## config.mk

```make
export PLATFORM = sky130hd
export DESIGN_NAME = ioshim_hostcmd
export DESIGN_NICKNAME = d
export VERILOG_FILES = /design/src/rtl/ioshim_pkg.sv /design/src/rtl/ioshim_hostcmd.sv
export SDC_FILE = /design/constraint.sdc
export NUM_CORES = 1
export LEC_CHECK = 0
export BUFFER_PORTS_ARGS = -buffer_cell sky130_fd_sc_hd__buf_4
export CELL_PAD_IN_SITES_DETAIL_PLACEMENT = 1
export CELL_PAD_IN_SITES_GLOBAL_PLACEMENT = 2
export CORE_MARGIN = 2
export CORE_UTILIZATION = 28
export DETAILED_ROUTE_END_ITERATION = 8
export GPL_TIMING_DRIVEN = 0
export PLACE_DENSITY = 0.89
export SYNTH_ARGS = -nofsm -noshare
export SYNTH_HDL_FRONTEND = slang
export SYNTH_SLANG_ARGS = --single-unit
```

## constraint.sdc

```tcl
create_clock -name clk -period 2.08 [get_ports clk]
set_input_delay 0.208 -clock clk [delete_from_list [all_inputs] [get_ports clk]]
set_output_delay 0.208 -clock clk [all_outputs]
set_load 0.01 [all_outputs]
```

## src/rtl/ioshim_pkg.sv

```systemverilog
// Shared ioshim definitions: host command opcodes, the error response byte
// and the command engine state encoding.
package ioshim_pkg;

    localparam logic [1:0] OP_NOP = 2'b00;
    localparam logic [1:0] OP_WR  = 2'b01;
    localparam logic [1:0] OP_RD  = 2'b10;
    localparam logic [1:0] OP_RSV = 2'b11;

    localparam logic [7:0] ERR_BYTE = 8'hEE;

    typedef enum logic [1:0] {
        IDLE,
        WDATA,
        RESP
    } state_t;

endpackage

```

## src/rtl/ioshim_hostcmd.sv

```systemverilog
// Host command engine: parses a byte stream of read/write commands and drives
// the ioshim register file ports, returning read data on a response stream.
// Command byte: [7:6] opcode, [5:4] transfers-1, [3:0] start address.
module ioshim_hostcmd
    import ioshim_pkg::*;
(
    input  logic       clk,
    input  logic       reset,
    input  logic       in_valid,
    output logic       in_ready,
    input  logic [7:0] in_data,
    output logic       out_valid,
    input  logic       out_ready,
    output logic [7:0] out_data,
    output logic       reg_wr_en,
    output logic [3:0] reg_wr_addr,
    output logic [7:0] reg_wr_data,
    output logic [3:0] reg_rd_addr,
    input  logic [7:0] reg_rd_data,
    output logic       busy
);

    state_t     state;
    state_t     next_state;
    logic [3:0] addr;
    logic [1:0] count;
    logic       rsv;

    logic       in_accept;
    logic       resp_load;
    logic       resp_done;
    logic [1:0] opcode;

    assign opcode      = in_data[7:6];
    assign in_ready    = (state != RESP);
    assign busy        = (state != IDLE);
    assign in_accept   = in_valid && in_ready;
    assign reg_rd_addr = addr;

    // A response byte is loaded on the first RESP cycle and again on each
    // handshake that still has bytes left; the final handshake ends the burst.
    assign resp_load = (state == RESP) && (!out_valid || (out_ready && count != 2'd0));
    assign resp_done = (state == RESP) && out_valid && out_ready && (count == 2'd0);

    // State register.
    always_ff @(posedge clk or posedge reset) begin
        if (reset) begin
            state <= IDLE;
        end else begin
            state <= next_state;
        end
    end

    // Next-state decode from accepted command bytes and response handshakes.
    always_comb begin
        next_state = state;
        case (state)
            IDLE: begin
                if (in_accept) begin
                    case (opcode)
                        OP_WR:   next_state = WDATA;
                        OP_RD:   next_state = RESP;
                        OP_RSV:  next_state = RESP;
                        default: next_state = IDLE;
                    endcase
                end
            end
            WDATA: begin
                if (in_accept && count == 2'd0) begin
                    next_state = IDLE;
                end
            end
            RESP: begin
                if (resp_done) begin
                    next_state = IDLE;
                end
            end
            default: next_state = IDLE;
        endcase
    end

    // Address/count tracking, registered write strobe and response byte.
    // The response byte is only reloaded on a handshake, so it stays stable
    // under backpressure.
    always_ff @(posedge clk or posedge reset) begin
        if (reset) begin
            addr        <= 4'd0;
            count       <= 2'd0;
            rsv         <= 1'b0;
            reg_wr_en   <= 1'b0;
            reg_wr_addr <= 4'd0;
            reg_wr_data <= 8'h00;
            out_valid   <= 1'b0;
            out_data    <= 8'h00;
        end else begin
            reg_wr_en <= 1'b0;
            if (state == IDLE && in_accept && opcode != OP_NOP) begin
                addr  <= in_data[3:0];
                count <= (opcode == OP_RSV) ? 2'd0 : in_data[5:4];
                rsv   <= (opcode == OP_RSV);
            end
            if (state == WDATA && in_accept) begin
                reg_wr_en   <= 1'b1;
                reg_wr_addr <= addr;
                reg_wr_data <= in_data;
                addr        <= addr + 4'd1;
                if (count != 2'd0) begin
                    count <= count - 2'd1;
                end
            end
            if (resp_load) begin
                out_valid <= 1'b1;
                out_data  <= rsv ? ERR_BYTE : reg_rd_data;
                if (!rsv) begin
                    addr <= addr + 4'd1;
                end
                if (out_valid) begin
                    count <= count - 2'd1;
                end
            end
            if (resp_done) begin
                out_valid <= 1'b0;
            end
        end
    end

endmodule

```

==> results.txt <==
- Run status: finished, final reports clean
- The final number of hold-violating endpoints was 0.
* HPWL reported at the end of detailed placement: 2.606 mm
- Number of iterations in the first detailed-routing pass: 3
* Peak ir drop on the vdd network: 0.0003713 V
- Type of the worst setup path: flip-flop to flip-flop
- Delay of the slowest cell on the worst path: 0.47 ns
- Sequential fraction of the synthesis area: 0.5536
- CTS built an H-tree with a depth of 2.
- Of the post-synthesis cell area, the dominant cell type holds 0.5536.
* Number of warnings printed during yosys synthesis: 0
* Mean area per synthesized cell: 9.280 um2
* Number of antenna violations at the first check in global routing: 0
* Die Outline Area: 0.005587 mm2
- Library cells used by synthesis: 33
- Traced cell by cell, the critical path runs through or3b_4 > nor2_8 > mux2_1 > mux2_1.
- Data arrival time of the critical path: 2.01 ns
- Dividing the detail-routed wire length by the instance count gives 13.01 um.
- Post-CTS repair changed the size of 0 cells.
* Number of inserted diodes: 0
- Layout-stage area growth over the synthesis result: 38.30%
* Post-Syn Nets: 173
- Final design instance area without fill: 0.001938 mm2
- Largest net degree at the start of global routing: 32
* Clock insertion delay at the later pin of the skew report: 0.28 ns
* Highest attainable clock frequency: 542.9 MHz
- Slew of the pin with the lowest slew margin: 1.217 ns
- Synthesis inferred 31 register bits.
- Max-cap violations: 0
- In the post-synthesis netlist, the biggest area contributors are sky130_fd_sc_hd__dfrtp_1, sky130_fd_sc_hd__nand2_1, sky130_fd_sc_hd__o21ai_0.
* Power Density: 1481 mW/mm2
- Buffer type at the clock tree root: sky130_fd_sc_hd__clkbuf_8
- Violation count after the first detailed-route iteration: 60
- The number of setup buffers added after CTS is 0.
- Along the worst path, the maximum fanout reaches 9.
- Area of the multi-input gates: 593.1 um2
- Total number of nets in the final design: 227
- Post-synthesis cell type with the largest combined area: sky130_fd_sc_hd__dfrtp_1
* Register-to-register setup slack: 0.24 ns
* Final worst clock skew: 0.003300 ns
* Max_slew headroom: 0.1877
- After detailed placement, the total cell area comes to 0.001838 mm2.
* Total routing resource utilization after global routing: 0.1401
- Setup violations remaining at the end of the flow were counted as 0.
- Dividing the detail-routed via count by the number of cells gives 4.505.
* Kind of end point of the critical path: flip-flop
- Share of post-route cells with drive strength above 1: 0.3010
- Worst setup slack before clock tree synthesis: 0.2312 ns
- Count of standard-cell rows: 25
* Reg2reg path depth: 4
- In the layout the commonest cells are sky130_fd_sc_hd__nand2_1, sky130_fd_sc_hd__buf_4, sky130_fd_sc_hd__dfrtp_1.
- Total grt overflow: 0
* Area used by sequential logic in the layout: 775.7 um2
* Min cycle time layout: 1.842 ns
- Bufs on Longest Clock Path: 2
- On the critical path, the stage with the largest delay is an instance of sky130_fd_sc_hd__or3b_4.
- Final estimated routing congestion in global placement: 0.7342
* Total detailed-routing wirelength: 3.551 mm
* End-of-flow core utilization: 0.4050
* Cell area after synthesis: 0.001401 mm2
- Clk pin slew, worst setup/hold paths: 0.06 ns
- The routed layout has 1230 vias.
* Via count of the first global-routing pass: 1209
- Total count of max-transition violations in the final report: 0
* Most used cell along the critical path: sky130_fd_sc_hd__mux2_1
- Number of antenna-violating nets in the routed design: 0
- Gate count of the mapped netlist: 151
- Die H: 74.75 um
- Die boundary width: 74.75 um
* Clock tree from TritonCTS: built
- The path class of the tightest hold or removal check is input pin to flip-flop.
* Most common library cell in the layout ignoring fill and taps: sky130_fd_sc_hd__nand2_1
- Unrepaired setup endpoints after global routing: false
- The first global-routing pass estimated 5.782 mm of wire.
* Total of hold buffers inserted after clock tree synthesis: 0
- Ports: 48
- TritonCTS buffer count: 5
- The analysis attributes to cell leakage a power of 1.007 nW.
- Counting the fill cells in the layout gives 583.
- Setup slack on the critical path of the routed design comes to 0.2381 ns.
- Clock tree synthesis found a total of 31 sinks.
- Placeable Area: 0.004786 mm2
* Effective utilization at floorplan: 0.2928
- Post-route DRC violation count: 0
- Worst hold path cell count: 3
* Period Utilization, post-route: 0.8856
* Critical path required time: 2.24 ns
- Number of input and output port buffers inserted: 47
* Launching element type of the critical path: flip-flop
- After routing, the total negative slack on setup checks comes to 0 ns.
==> worst max-delay path: cells and delay by family, from the launching register on <==
kind             cells  cell delay (ns)
muxes                2             0.61
and+or+nand+nor      2             0.66
DFF                  1             0.45
==> registers in the layout (all words and copies together), names as in the netlist <==
name / flops
reg_wr_en: 1
reg_wr_addr: 4
out_valid: 1
reg_rd_addr: 4
reg_wr_data: 8
rsv: 1
count: 2
out_data: 8
state: 2
==> stage by stage <==
stage	cells	total power, W	hold WS [ns]
6_report	273	0.002871	0.1238
4_1_cts	273	0.002934	0.1166
3_5_place_dp	265	0.002388	0.4139
5_1_grt	273	0.003127	0.1203
2_1_floorplan	151	0.001782	0.3115
3_3_place_gp	265	0.002344	0.4107
==> cells in the mapped netlist, drive strengths merged <==
master / count
a211o: 1
a211oi: 2
a21o: 1
a21oi: 4
and2: 1
and3: 2
buf: 2
clkbuf: 1
dfrtp: 31
ha: 2
inv: 5
mux2: 3
nand2: 59
nand2b: 2
nand3: 5
nand3b: 2
nand4b: 2
nor2: 6
nor2b: 2
nor3: 1
nor4: 1
nor4bb: 1
o211ai: 1
o21ai: 7
o22ai: 3
o31a: 1
or2: 2
or3b: 1
==> layout make-up <==
class,instances,area share
Multi-Input combinational cell,112,0.3060
Timing Repair Buffer,47,0.1821
Buffer,3,0.007101
Clock buffer,8,0.05165
Inverter,5,0.009684
Tap cell,67,0.04325
Sequential cell,31,0.4003
==> cell families after synthesis <==
family,count (synthesis),share of synthesized area
simple gates,87,0.2920
flops,31,0.5536
compound gates,20,0.08929
buf+inv,8,0.02321
mux,3,0.02411
fa+ha+maj,2,0.01785
==> path summary, 6_finish.rpt <==
path                             endpoint   startpoint
hold / removal             reg_wr_data[5]   in_data[5]
max in group asynchronous  reg_wr_data[5]        reset
min in group asynchronous     out_data[1]        reset
hold reg to reg               out_data[7]  out_data[7]
setup reg to reg           reg_rd_addr[1]     state[0]
setup / recovery           reg_rd_addr[1]     state[0]
==> where the power goes <==
group	internal [W]	switching [W]	leakage (nW)
Sequential	0.000880	0.000221	0.383
Combinational	0.000628	0.000618	0.573
Clock	0.000302	0.000221	0.0515
Total	0.00181	0.00106	1.01
==> layer usage <==
| layer | up-vias | global-route usage | routed length [um] |
|---|---|---|---|
| met1 | 581 | 0.1717 | 1633 |
| met4 | 0 | 0.05357 | 48 |
| met2 | 30 | 0.2281 | 1699 |
| met3 | 4 | 0.04819 | 168 |
| met5 | - | 0 | 0 |
| li1 | 615 | - | - |
Note: power is estimated with default switching activity, not from simulation.
